===== src/rtl/arb_mux_pkg.sv =====
// Shared constants and helpers for the arbitrated, registered N-way multiplexer.
package arb_mux_pkg;

    localparam int MODE_SEL = 0;
    localparam int MODE_RR  = 1;

    // Index width; a 1-bit field is kept even when there is a single choice.
    function automatic int idx_w(input int n);
        return (n <= 2) ? 1 : $clog2(n);
    endfunction

endpackage


===== src/rtl/arb_mux_reg_rr_arbiter.sv =====
// Round-robin arbiter: owns the rotating priority pointer and the wrap-around scan.
module rr_arbiter
    import arb_mux_pkg::*;
#(
    parameter int N    = 4,
    parameter int SELW = idx_w(N)
) (
    input  logic            clk,
    input  logic            rst_n,
    input  logic [N-1:0]    req,
    input  logic            advance,
    output logic [SELW-1:0] gnt_idx,
    output logic            gnt_vld
);

    logic [SELW-1:0] r_ptr;
    logic [SELW-1:0] w_cand;
    int              w_idx;

    // Scan from r_ptr upward; wrap is modulo N so non-power-of-two N never visits >= N.
    always_comb begin
        gnt_idx = '0;
        gnt_vld = 1'b0;
        w_idx   = 0;
        w_cand  = '0;
        for (int k = 0; k < N; k++) begin
            w_idx = int'(r_ptr) + k;
            if (w_idx >= N) w_idx = w_idx - N;
            w_cand = SELW'(w_idx);
            if (!gnt_vld && req[w_cand]) begin
                gnt_vld = 1'b1;
                gnt_idx = w_cand;
            end
        end
    end

    always_ff @(posedge clk or negedge rst_n) begin
        if (!rst_n) begin
            r_ptr <= '0;
        end else if (advance) begin
            r_ptr <= (gnt_idx == SELW'(N - 1)) ? '0 : gnt_idx + 1'b1;
        end
    end

endmodule


===== src/rtl/arb_mux_reg.sv =====
// N-way WIDTH-bit mux with per-channel valid/ready and a registered, flow-controlled output.
module arb_mux_reg
    import arb_mux_pkg::*;
#(
    parameter int WIDTH = 32,
    parameter int N     = 4,
    parameter int SELW  = idx_w(N),
    parameter int MODE  = MODE_SEL
) (
    input  logic               clk,
    input  logic               rst_n,
    input  logic [N*WIDTH-1:0] in_data,
    input  logic [N-1:0]       in_valid,
    output logic [N-1:0]       in_ready,
    input  logic [SELW-1:0]    sel,
    output logic [WIDTH-1:0]   out_data,
    output logic               out_valid,
    input  logic               out_ready,
    output logic [SELW-1:0]    out_src,
    output logic               sel_err
);

    logic             w_load_en;
    logic             w_gnt_vld;
    logic             w_xfer;
    logic             w_sel_bad;
    logic [SELW-1:0]  w_gnt_idx;
    logic [N-1:0]     w_gnt_oh;
    logic [WIDTH-1:0] w_word;

    logic             r_out_valid;
    logic [WIDTH-1:0] r_out_data;
    logic [SELW-1:0]  r_out_src;
    logic             r_sel_err;

    assign w_load_en = !r_out_valid || out_ready;

    generate
        if (MODE == MODE_RR) begin : g_rr
            rr_arbiter #(.N(N), .SELW(SELW)) u_arb (
                .clk     (clk),
                .rst_n   (rst_n),
                .req     (in_valid),
                .advance (w_xfer),
                .gnt_idx (w_gnt_idx),
                .gnt_vld (w_gnt_vld)
            );
            assign w_sel_bad = 1'b0;
        end else begin : g_sel
            // An out-of-range sel matches no channel, so it grants nothing.
            assign w_gnt_idx = sel;
            assign w_gnt_vld = |w_gnt_oh;
            assign w_sel_bad = !w_gnt_vld;
        end
    endgenerate

    always_comb begin
        w_gnt_oh = '0;
        w_word   = '0;
        for (int i = 0; i < N; i++) begin
            if (w_gnt_idx == SELW'(i)) begin
                w_gnt_oh[i] = 1'b1;
                w_word      = in_data[i*WIDTH +: WIDTH];
            end
        end
    end

    assign in_ready = (w_load_en && w_gnt_vld) ? w_gnt_oh : '0;
    assign w_xfer   = |(in_ready & in_valid);

    always_ff @(posedge clk or negedge rst_n) begin
        if (!rst_n) begin
            r_out_valid <= 1'b0;
            r_out_data  <= '0;
            r_out_src   <= '0;
            r_sel_err   <= 1'b0;
        end else begin
            if (w_xfer) begin
                r_out_valid <= 1'b1;
                r_out_data  <= w_word;
                r_out_src   <= w_gnt_idx;
            end else if (out_ready) begin
                r_out_valid <= 1'b0;
            end
            if (w_load_en && w_sel_bad) r_sel_err <= 1'b1;
        end
    end

    assign out_valid = r_out_valid;
    assign out_data  = r_out_data;
    assign out_src   = r_out_src;
    assign sel_err   = r_sel_err;

endmodule

===== config.mk =====
export PLATFORM = sky130hd
export DESIGN_NAME = arb_mux_reg
export DESIGN_NICKNAME = d
export VERILOG_FILES = /design/src/rtl/arb_mux_pkg.sv /design/src/rtl/arb_mux_reg_rr_arbiter.sv /design/src/rtl/arb_mux_reg.sv
export SDC_FILE = /design/constraint.sdc
export NUM_CORES = 1
export LEC_CHECK = 0
export ABC_CLOCK_PERIOD_IN_PS = 1900
export CORE_MARGIN = 8
export CORE_UTILIZATION = 45
export CTS_CLUSTER_SIZE = 20
export DETAILED_ROUTE_END_ITERATION = 10
export DONT_BUFFER_PORTS = 1
export PLACE_DENSITY = 0.69
export SKIP_CTS_REPAIR_TIMING = 1
export SYNTH_ARGS = -nofsm -noshare
export SYNTH_HDL_FRONTEND = slang
export SYNTH_SLANG_ARGS = --single-unit

===== constraint.sdc =====
create_clock -name clk -period 1.9 [get_ports clk]
set_clock_uncertainty 0.1 [all_clocks]
set_input_delay 0.19 -clock clk [delete_from_list [all_inputs] [get_ports clk]]
set_output_delay 0.19 -clock clk [all_outputs]
set_load 0.02 [all_outputs]

==> results.sh <==
export IMPL_status="finished clean"
export IMPL_area_delta_synth_final_pct=8.67
export IMPL_cts_buffer_depth=2
export IMPL_relSlewSlack_pct=73.8
export IMPL_ys_warn_count=0
export IMPL_finalPower_w=0.00239
export IMPL_layout_commonest_cell="dfrtp_1"
export IMPL_drt_pass1_iterations=4
export IMPL_final_hold_viol_count=0
export IMPL_synth_area_leaders="dfrtp_1, mux4_2, mux2_2, buf_6, mux2_1"
export IMPL_synth_seq_cells=36
export IMPL_max_freq_mhz=576
export IMPL_synth_top_area_share_pct=40.8
export IMPL_grt_pass1_wl_mm=9.07
export IMPL_syn_area_um2=2210
export IMPL_post_route_period_util_pct=91.4
export IMPL_setup_viol=0
export IMPL_grt_total_usage_pct=16.3
export IMPL_row_count=25
export IMPL_syn_avg_cell_area_um2=17.2
export IMPL_drcViolationCount=0
export IMPL_yosysSeqAreaShare_pct=40.8
export IMPL_startpoint_type="flip-flop"
export IMPL_grt_ovfl_total=0
export IMPL_cts_root_buf="clkbuf_8"
export IMPL_ir_drop_v=0.000565
export IMPL_crit_required_ns=1.96
export IMPL_hold_class="input pin to flip-flop"
export IMPL_ant_nets=0
export IMPL_worstMarginPinSlew_ns=0.391
export IMPL_vias_per_cell=6.29
export IMPL_maxSlewViolCount=0
export IMPL_clock_latency_ns=0.28
export IMPL_intPower_w=0.00160
export IMPL_power_density_nw_per_um2=998
export IMPL_start_util_pct=46.7
export IMPL_cp_end_kind="flip-flop"
export IMPL_route_detailed_wl_per_inst_um=31.5
export IMPL_drive_gt1_share_pct=58.3
export IMPL_cp_arrival_ns=1.80
export IMPL_cp_max_fo=16
export IMPL_core_area_um2=4720
export IMPL_power_share_sequential_pct=56.9
export IMPL_vias=1252
export IMPL_cap_violations=0
export IMPL_htree_levels=2
export IMPL_final_cell_mix="dfrtp_1, mux4_2, mux2_2, clkbuf_8, mux2_1"
export IMPL_p_leak_nw=0.918
export IMPL_finalSetupTns_ns=0
export IMPL_portBuffers=0
export IMPL_die_area_um2=7400
export IMPL_gp_congestion=0.740
export IMPL_cts_tree="yes"
export IMPL_finish_net_count=269
export IMPL_p_switching_w=0.000798
export IMPL_cts_sinks=36
export IMPL_cts_buffers=5
export IMPL_combPwrFrac_pct=19.2
export IMPL_synthCells=128
export IMPL_yosysTopAreaCell="dfrtp_1"
export IMPL_die_height_um=86.0
export IMPL_fin_crit_ns=1.74
export IMPL_grt_max_degree=40
export IMPL_synth_cell_types=22
export IMPL_routed_wl_mm=6.27
export IMPL_drtIter0Drc=26
export IMPL_sw_frac_of_total_pct=33.3
export IMPL_synth_fp_nets=265
export IMPL_antenna_found_initial=0
export IMPL_diodes=0
export IMPL_chipWidth_um=86.0
export IMPL_dp_final_hpwl_mm=5.16
export IMPL_clk_pin_slew_ns=0.06
export IMPL_ios=177
export IMPL_critical_path_class="flip-flop to flip-flop"
export IMPL_rsz0062_at_grt="false"
export IMPL_p_clk_share_pct=23.9
export IMPL_grt_pass1_vias=1492
state kept, by name, summed over array words and instances (netlist names):
name,cells
sel_err,1
out_data,32
out_src,2
out_valid,1
cells by family (layout without fill, tap and decap cells):
family / after synthesis / count (layout) / share of synthesized area, %
buf+inv: 13 / 17 / 4.76
simple gates: 10 / 10 / 2.61
flops: 36 / 36 / 40.8
compound gates: 2 / 2 / 1.19
mux: 67 / 67 / 50.6
worst max-delay path, cell delays in order (launching register included):
cell	delay, ns
dfrtp_1	0.37
nor2b_1	0.27
nor3_2	0.11
a31oi_4	0.23
buf_12	0.19
mux2_2	0.35
final cells by class:
class	count	area, µm²
Clock buffer	7	96.3
Fill cell	400	2320
Inverter	1	3.75
Multi-Input combinational cell	79	1200
Sequential cell	36	901
Tap cell	67	83.8
Timing Repair Buffer	9	113
final timing paths:
check,startpoint,slack [ns],depth (start not counted),to
worst min register to register,sel_err,0.43,0,sel_err
worst min-delay path,sel[1],0.03,2,out_src[1]
min in group asynchronous,rst_n,0.28,2,out_data[18]
worst max register to register,out_valid,0.16,5,out_data[5]
worst max-delay path,out_valid,0.16,5,out_data[5]
max in group asynchronous,rst_n,1.24,2,out_data[26]
power groups by stage:
stage / clock network (W) / registers, W / logic (W)
floorplan: 0 / 0.00132 / 0.000412
global placement: 0 / 0.00138 / 0.000416
CTS: 0.000590 / 0.00137 / 0.000442
global route: 0.000631 / 0.00139 / 0.000495
finish: 0.000573 / 0.00136 / 0.000459
detailed placement: 0 / 0.00139 / 0.000442
through the flow:
step | hold WS (ns) | worst slack [ns] | instance area [µm²] | util [%] | instances
after detailed placement | -0.204 | 0.156 | 2250 | 47.7 | 188
final | 0.0313 | 0.164 | 2400 | 50.8 | 199
after global routing | 0.0454 | 0.0907 | 2400 | 50.8 | 199
after floorplan | -0.206 | 0.140 | 2210 | - | 128
after CTS | -0.514 | 0.146 | 2350 | 49.7 | 195
after global placement | -0.205 | 0.287 | 2250 | 47.7 | 188
per-layer routing:
| metal | up-vias | global-route usage (%) | wire length [µm] |
|---|---|---|---|
| met2 | 104 | 29.0 | 3330 |
| met5 | - | 0 | 0 |
| li1 | 519 | - | - |
| met1 | 623 | 15.0 | 1900 |
| met4 | 0 | 4.30 | 61 |
| met3 | 6 | 10.6 | 967 |
cells in the mapped netlist:
master and n:
a31oi_4 1, and3_1 1, buf_1 1, buf_2 3, buf_6 7, clkbuf_1 1
dfrtp_1 36, inv_1 1, mux2_1 4, mux2_2 29, mux2_4 1, mux2i_1 1
mux4_2 32, nand2_1 2, nand2b_1 1, nand3_1 1, nor2_1 1, nor2b_1 1
nor3_1 1, nor3_2 1, nor3b_1 1, o21ai_0 1
(Power assumes the default switching activity.)
